--- src/rtl/alu_defs.sv ---
// Shared widths and FSM encoding for the serial command deserializer feeding the 3-bit ALU.
package alu_defs;

  localparam int OPW_DEF  = 3;
  localparam int SELW_DEF = 3;

  function automatic int frame_data_bits(input int opw, input int selw);
    return 2 * opw + selw;
  endfunction

  localparam int FRAME_DATA_BITS = frame_data_bits(OPW_DEF, SELW_DEF);

  typedef enum logic [1:0] {
    IDLE = 2'd0,
    DATA = 2'd1,
    STOP = 2'd2,
    HOLD = 2'd3
  } state_e;

endpackage

--- src/rtl/alu_shift_in.sv ---
// Serial-in/parallel-out shift register; the newest bit enters at the LSB so the
// first bit received ends up in the MSB.
module alu_shift_in #(
  parameter int N = 9
) (
  input  logic         clk,
  input  logic         rst_n,
  input  logic         shift_en_i,
  input  logic         bit_i,
  output logic [N-1:0] data_o
);

  logic [N-1:0] sr_q;

  always_ff @(posedge clk or negedge rst_n) begin
    if (!rst_n) begin
      sr_q <= '0;
    end else if (shift_en_i) begin
      sr_q <= {sr_q[N-2:0], bit_i};
    end
  end

  assign data_o = sr_q;

endmodule

--- src/rtl/alu_cmd_deser.sv ---
// Assembles bit-serial frames (start '1', a, b, c MSB-first, stop '0') into one
// parallel ALU command word presented with a valid/ready handshake.
module alu_cmd_deser
  import alu_defs::*;
#(
  parameter int OPW  = OPW_DEF,
  parameter int SELW = SELW_DEF
) (
  input  logic            clk,
  input  logic            rst_n,
  input  logic            ser_in,
  input  logic            ser_valid,
  output logic [OPW-1:0]  a_out,
  output logic [OPW-1:0]  b_out,
  output logic [SELW-1:0] c_out,
  output logic            cmd_valid,
  input  logic            cmd_ready,
  output logic            busy,
  output logic            frame_err,
  output logic            overrun
);

  localparam int N    = frame_data_bits(OPW, SELW);
  localparam int CNTW = $clog2(N);
  localparam logic [CNTW-1:0] CNT_LAST = CNTW'(N - 1);

  state_e          state_q;
  logic [CNTW-1:0] cnt_q;
  logic [OPW-1:0]  a_q, b_q;
  logic [SELW-1:0] c_q;
  logic            valid_q, busy_q, ferr_q, ovr_q;
  logic            shift_en_d;
  logic [N-1:0]    frame_bits;

  assign shift_en_d = ser_valid && (state_q == DATA);

  alu_shift_in #(.N(N)) u_shift (
    .clk        (clk),
    .rst_n      (rst_n),
    .shift_en_i (shift_en_d),
    .bit_i      (ser_in),
    .data_o     (frame_bits)
  );

  always_ff @(posedge clk or negedge rst_n) begin
    if (!rst_n) begin
      state_q <= IDLE;
      cnt_q   <= '0;
      a_q     <= '0;
      b_q     <= '0;
      c_q     <= '0;
      valid_q <= 1'b0;
      busy_q  <= 1'b0;
      ferr_q  <= 1'b0;
      ovr_q   <= 1'b0;
    end else begin
      ferr_q <= 1'b0;
      ovr_q  <= 1'b0;
      case (state_q)
        IDLE: begin
          if (ser_valid && ser_in) begin
            state_q <= DATA;
            cnt_q   <= '0;
            busy_q  <= 1'b1;
          end
        end
        DATA: begin
          if (ser_valid) begin
            if (cnt_q == CNT_LAST) begin
              state_q <= STOP;
            end else begin
              cnt_q <= cnt_q + CNTW'(1);
            end
          end
        end
        STOP: begin
          if (ser_valid) begin
            busy_q <= 1'b0;
            if (!ser_in) begin
              a_q     <= frame_bits[N-1 -: OPW];
              b_q     <= frame_bits[N-1-OPW -: OPW];
              c_q     <= frame_bits[SELW-1:0];
              valid_q <= 1'b1;
              state_q <= HOLD;
            end else begin
              ferr_q  <= 1'b1;
              state_q <= IDLE;
            end
          end
        end
        HOLD: begin
          // A start bit arriving in the transfer cycle opens the next frame at once.
          if (cmd_ready) begin
            valid_q <= 1'b0;
            if (ser_valid && ser_in) begin
              state_q <= DATA;
              cnt_q   <= '0;
              busy_q  <= 1'b1;
            end else begin
              state_q <= IDLE;
            end
          end else if (ser_valid) begin
            ovr_q <= 1'b1;
          end
        end
        default: state_q <= IDLE;
      endcase
    end
  end

  assign a_out     = a_q;
  assign b_out     = b_q;
  assign c_out     = c_q;
  assign cmd_valid = valid_q;
  assign busy      = busy_q;
  assign frame_err = ferr_q;
  assign overrun   = ovr_q;

endmodule

--- config.mk ---
export PLATFORM = sky130hd
export DESIGN_NAME = alu_cmd_deser
export DESIGN_NICKNAME = d
export VERILOG_FILES = /design/src/rtl/alu_defs.sv /design/src/rtl/alu_shift_in.sv /design/src/rtl/alu_cmd_deser.sv
export SDC_FILE = /design/constraint.sdc
export NUM_CORES = 1
export LEC_CHECK = 0
export BUFFER_PORTS_ARGS = -buffer_cell sky130_fd_sc_hd__buf_4
export CAP_MARGIN = 30
export CORE_ASPECT_RATIO = 0.5
export CORE_MARGIN = 4
export CORE_UTILIZATION = 45
export DETAILED_ROUTE_END_ITERATION = 7
export GPL_TIMING_DRIVEN = 0
export PLACE_DENSITY = 0.65
export SLEW_MARGIN = 20
export SYNTH_ARGS = -nofsm -noshare
export SYNTH_HDL_FRONTEND = slang
export SYNTH_SLANG_ARGS = --single-unit
--- constraint.sdc ---
create_clock -name clk -period 2 [get_ports clk]
set_input_delay 0.3 -clock clk [delete_from_list [all_inputs] [get_ports clk]]
set_output_delay 0.3 -clock clk [all_outputs]
set_load 0.05 [all_outputs]
==> results_dict.tcl <==
set metrics [dict create \
    worstSetupPathType "reg -> reg" \
    io_buffers 15 \
    startpoint "state_q[0]" \
    crit_path_max_fanout 9 \
    power.density_nw_per_um2 1410 \
    diodes 0 \
    drive_above_1_share 0.400 \
    cts_buffers 3 \
    viasPerCell 5.03 \
    antenna_left 0 \
    synth.area.top_cells "dfrtp_1, mux2_2, nand2_1, a21oi_1, ha_1" \
    drt_first_pass_iters 4 \
    worstHoldPathType "in -> reg" \
    cts-resized-gates 0 \
    crit_path_start_kind "flip-flop" \
    tightest_slew_ns 0.453 \
    start_util 0.479 \
    final_common_cell "dfrtp_1" \
    r2r_cells 2 \
    dieArea_um2 3770 \
    nNetsFinal 128 \
    slew_headroom 0.697 \
    max-vdd-ir-drop_mv 0.524 \
    wl_per_cell_um 13.0 \
    cts.clk_slew.worst_paths_ns 0.10 \
    crit_path_end "a_out[0]" \
    post-route-period-util 0.731 \
    synth-edff-count 0 \
    hold_viol_final 0 \
    min_from "cmd_ready" \
    stdcell_area_um2 1500 \
    die_h_um 45.5 \
    yosysTopAreaCell "dfrtp_1" \
    rsz0062_at_grt "no" \
    cts_root_buffer "clkbuf_8" \
    cts_buffer_depth 2 \
    fmax_mhz 684 \
    io_pins 18 \
    clock_sinks 28 \
    syn-cell-area_um2 1260 \
    synth_nets 107 \
    die_w_um 82.9 \
    synth_top_area_frac 0.555 \
    period_needed_ns 1.46 \
    grt_pass1_wl_um 3700 \
    ys_ff_latch 28 \
    arrival_ns 1.63 \
    timing.rr.end "a_out[0]" \
    reg2reg_slack_ns 0.54 \
    track_usage 0.126 \
    placed_area_um2 1420 \
    dpl.hpwl_um 1420 \
    p_leak_nw 0.741 \
    r2r_start "state_q[0]" \
    placementRows 13 \
    final_util 0.570 \
    finalSetupViolations 0 \
    area_growth_pct 19.0 \
    cts_tree "done" \
    place_congestion 0.726 \
    yosysSeqAreaShare 0.555 \
    whs_path_depth 2 \
    ctsHtreeMaxLevel 1 \
    grt_antenna_before_repair 0 \
    synth_ff_type "dfrtp_1" \
    syn-instance-count 100 \
    async_flop_share 1.00 \
    finalMaxSlewViolations 0 \
    cp_data_required_time_ns 2.16 \
    design.core.area_um2 2640 \
    drv_cap 0 \
    endpoint_kind "flip-flop" \
    skew_ns 0.00654 \
    grt-ovfl-total 0 \
    yosys_warnings 0 \
    syn-mean-instance-area_um2 12.6 \
    fillers 240 \
    vias 789 \
    drc_errors 0 \
    status "finished, final reports clean" \
    final_cell_mix "dfrtp_1, mux2_2, buf_4, nand2_1" \
    clock_latency_ns 0.27 \
    wirelength_um 2050 \
    drt_iter0_markers 21 \
    synth.distinct_cells 29 \
    grt_pass1_vias 776 \
    grt_start_max_net_pins 29 \
    setup-tns-final_ns 0 \
]
power by group:
| part | switching (mW) | internal [mW] | total (mW) | leakage [nW] |
|---|---|---|---|---|
| Sequential | 0.143 | 0.762 | 0.905 | 0.352 |
| Combinational | 0.425 | 0.338 | 0.763 | 0.353 |
| Clock | 0.179 | 0.268 | 0.447 | 0.0357 |
cells in the mapped netlist, drive strengths merged (2+ instances only):
cell type / n
dfrtp: 28
a21o: 2
ha: 2
mux2: 18
nor2: 6
inv: 3
nor3b: 2
o21ai: 2
nor3: 3
buf: 5
nand3: 2
o22ai: 2
a21oi: 5
nand2: 10
worst max-delay path, stage by stage, from the launching register on:
cell and delay (ns):
dfrtp_1 0.49, nor3_4 0.47, mux2_2 0.39
layer usage:
| layer | wire (um) | track usage |
|---|---|---|
| met2 | 879 | 0.197 |
| met3 | 93 | 0.0542 |
| met1 | 1060 | 0.165 |
| met4 | 19 | 0.0293 |
| met5 | 0 | 0 |
how the worst min path moves through the flow:
| stage | endpoint | slack [ns] |
|---|---|---|
| global placement | busy | 0.24 |
| detailed placement | busy | 0.24 |
| global route | overrun | 0.21 |
| CTS | overrun | 0.22 |
| floorplan | a_out[0] | 0.004 |
| finish | overrun | 0.22 |
cells by family (layout without fill, tap and decap cells):
family / after synthesis / count (layout) / share of synthesized area
AOI/OAI and AO/OA: 16 / 16 / 0.0842
adders and majority gates: 2 / 2 / 0.0198
buffers and inverters: 8 / 28 / 0.0406
DFF: 28 / 28 / 0.555
muxes: 19 / 19 / 0.168
and+or+nand+nor: 27 / 27 / 0.132
cell type report:
| class | instances | area, um2 | share of cell area |
|---|---|---|---|
| Buffer | 5 | 40.0 | 0.0266 |
| Clock buffer | 3 | 41.3 | 0.0275 |
| Sequential cell | 28 | 701 | 0.466 |
| Tap cell | 37 | 46.3 | 0.0308 |
| Timing Repair Buffer | 16 | 123 | 0.0816 |
| Clock inverter | 1 | 30.0 | 0.0200 |
| Inverter | 3 | 11.3 | 0.00749 |
| Multi-Input combinational cell | 64 | 510 | 0.340 |
per-stage QoR:
step / worst slack (ns) / hold slack, ns / power [mW] / cells
after floorplan: 0.676 / 0.00441 / 1.48 / 100
after global placement: 0.515 / 0.240 / 1.67 / 152
after detailed placement: 0.511 / 0.239 / 1.69 / 152
after CTS: 0.508 / 0.215 / 2.14 / 157
after global routing: 0.450 / 0.213 / 2.26 / 157
final: 0.538 / 0.217 / 2.11 / 157
registers in the layout (all words and copies together), names as in the netlist:
register,cells
b_out,3
c_out,3
frame_err,1
state_q,2
busy,1
cmd_valid,1
u_shift.data_o,9
cnt_q,4
a_out,3
overrun,1
what timing repair did:
action                    4_1_cts  5_1_grt
buffers inserted                0        0
hold buffers                    1        0
hold endpoints to repair       28        0
Power figures use the tool's default switching activity.
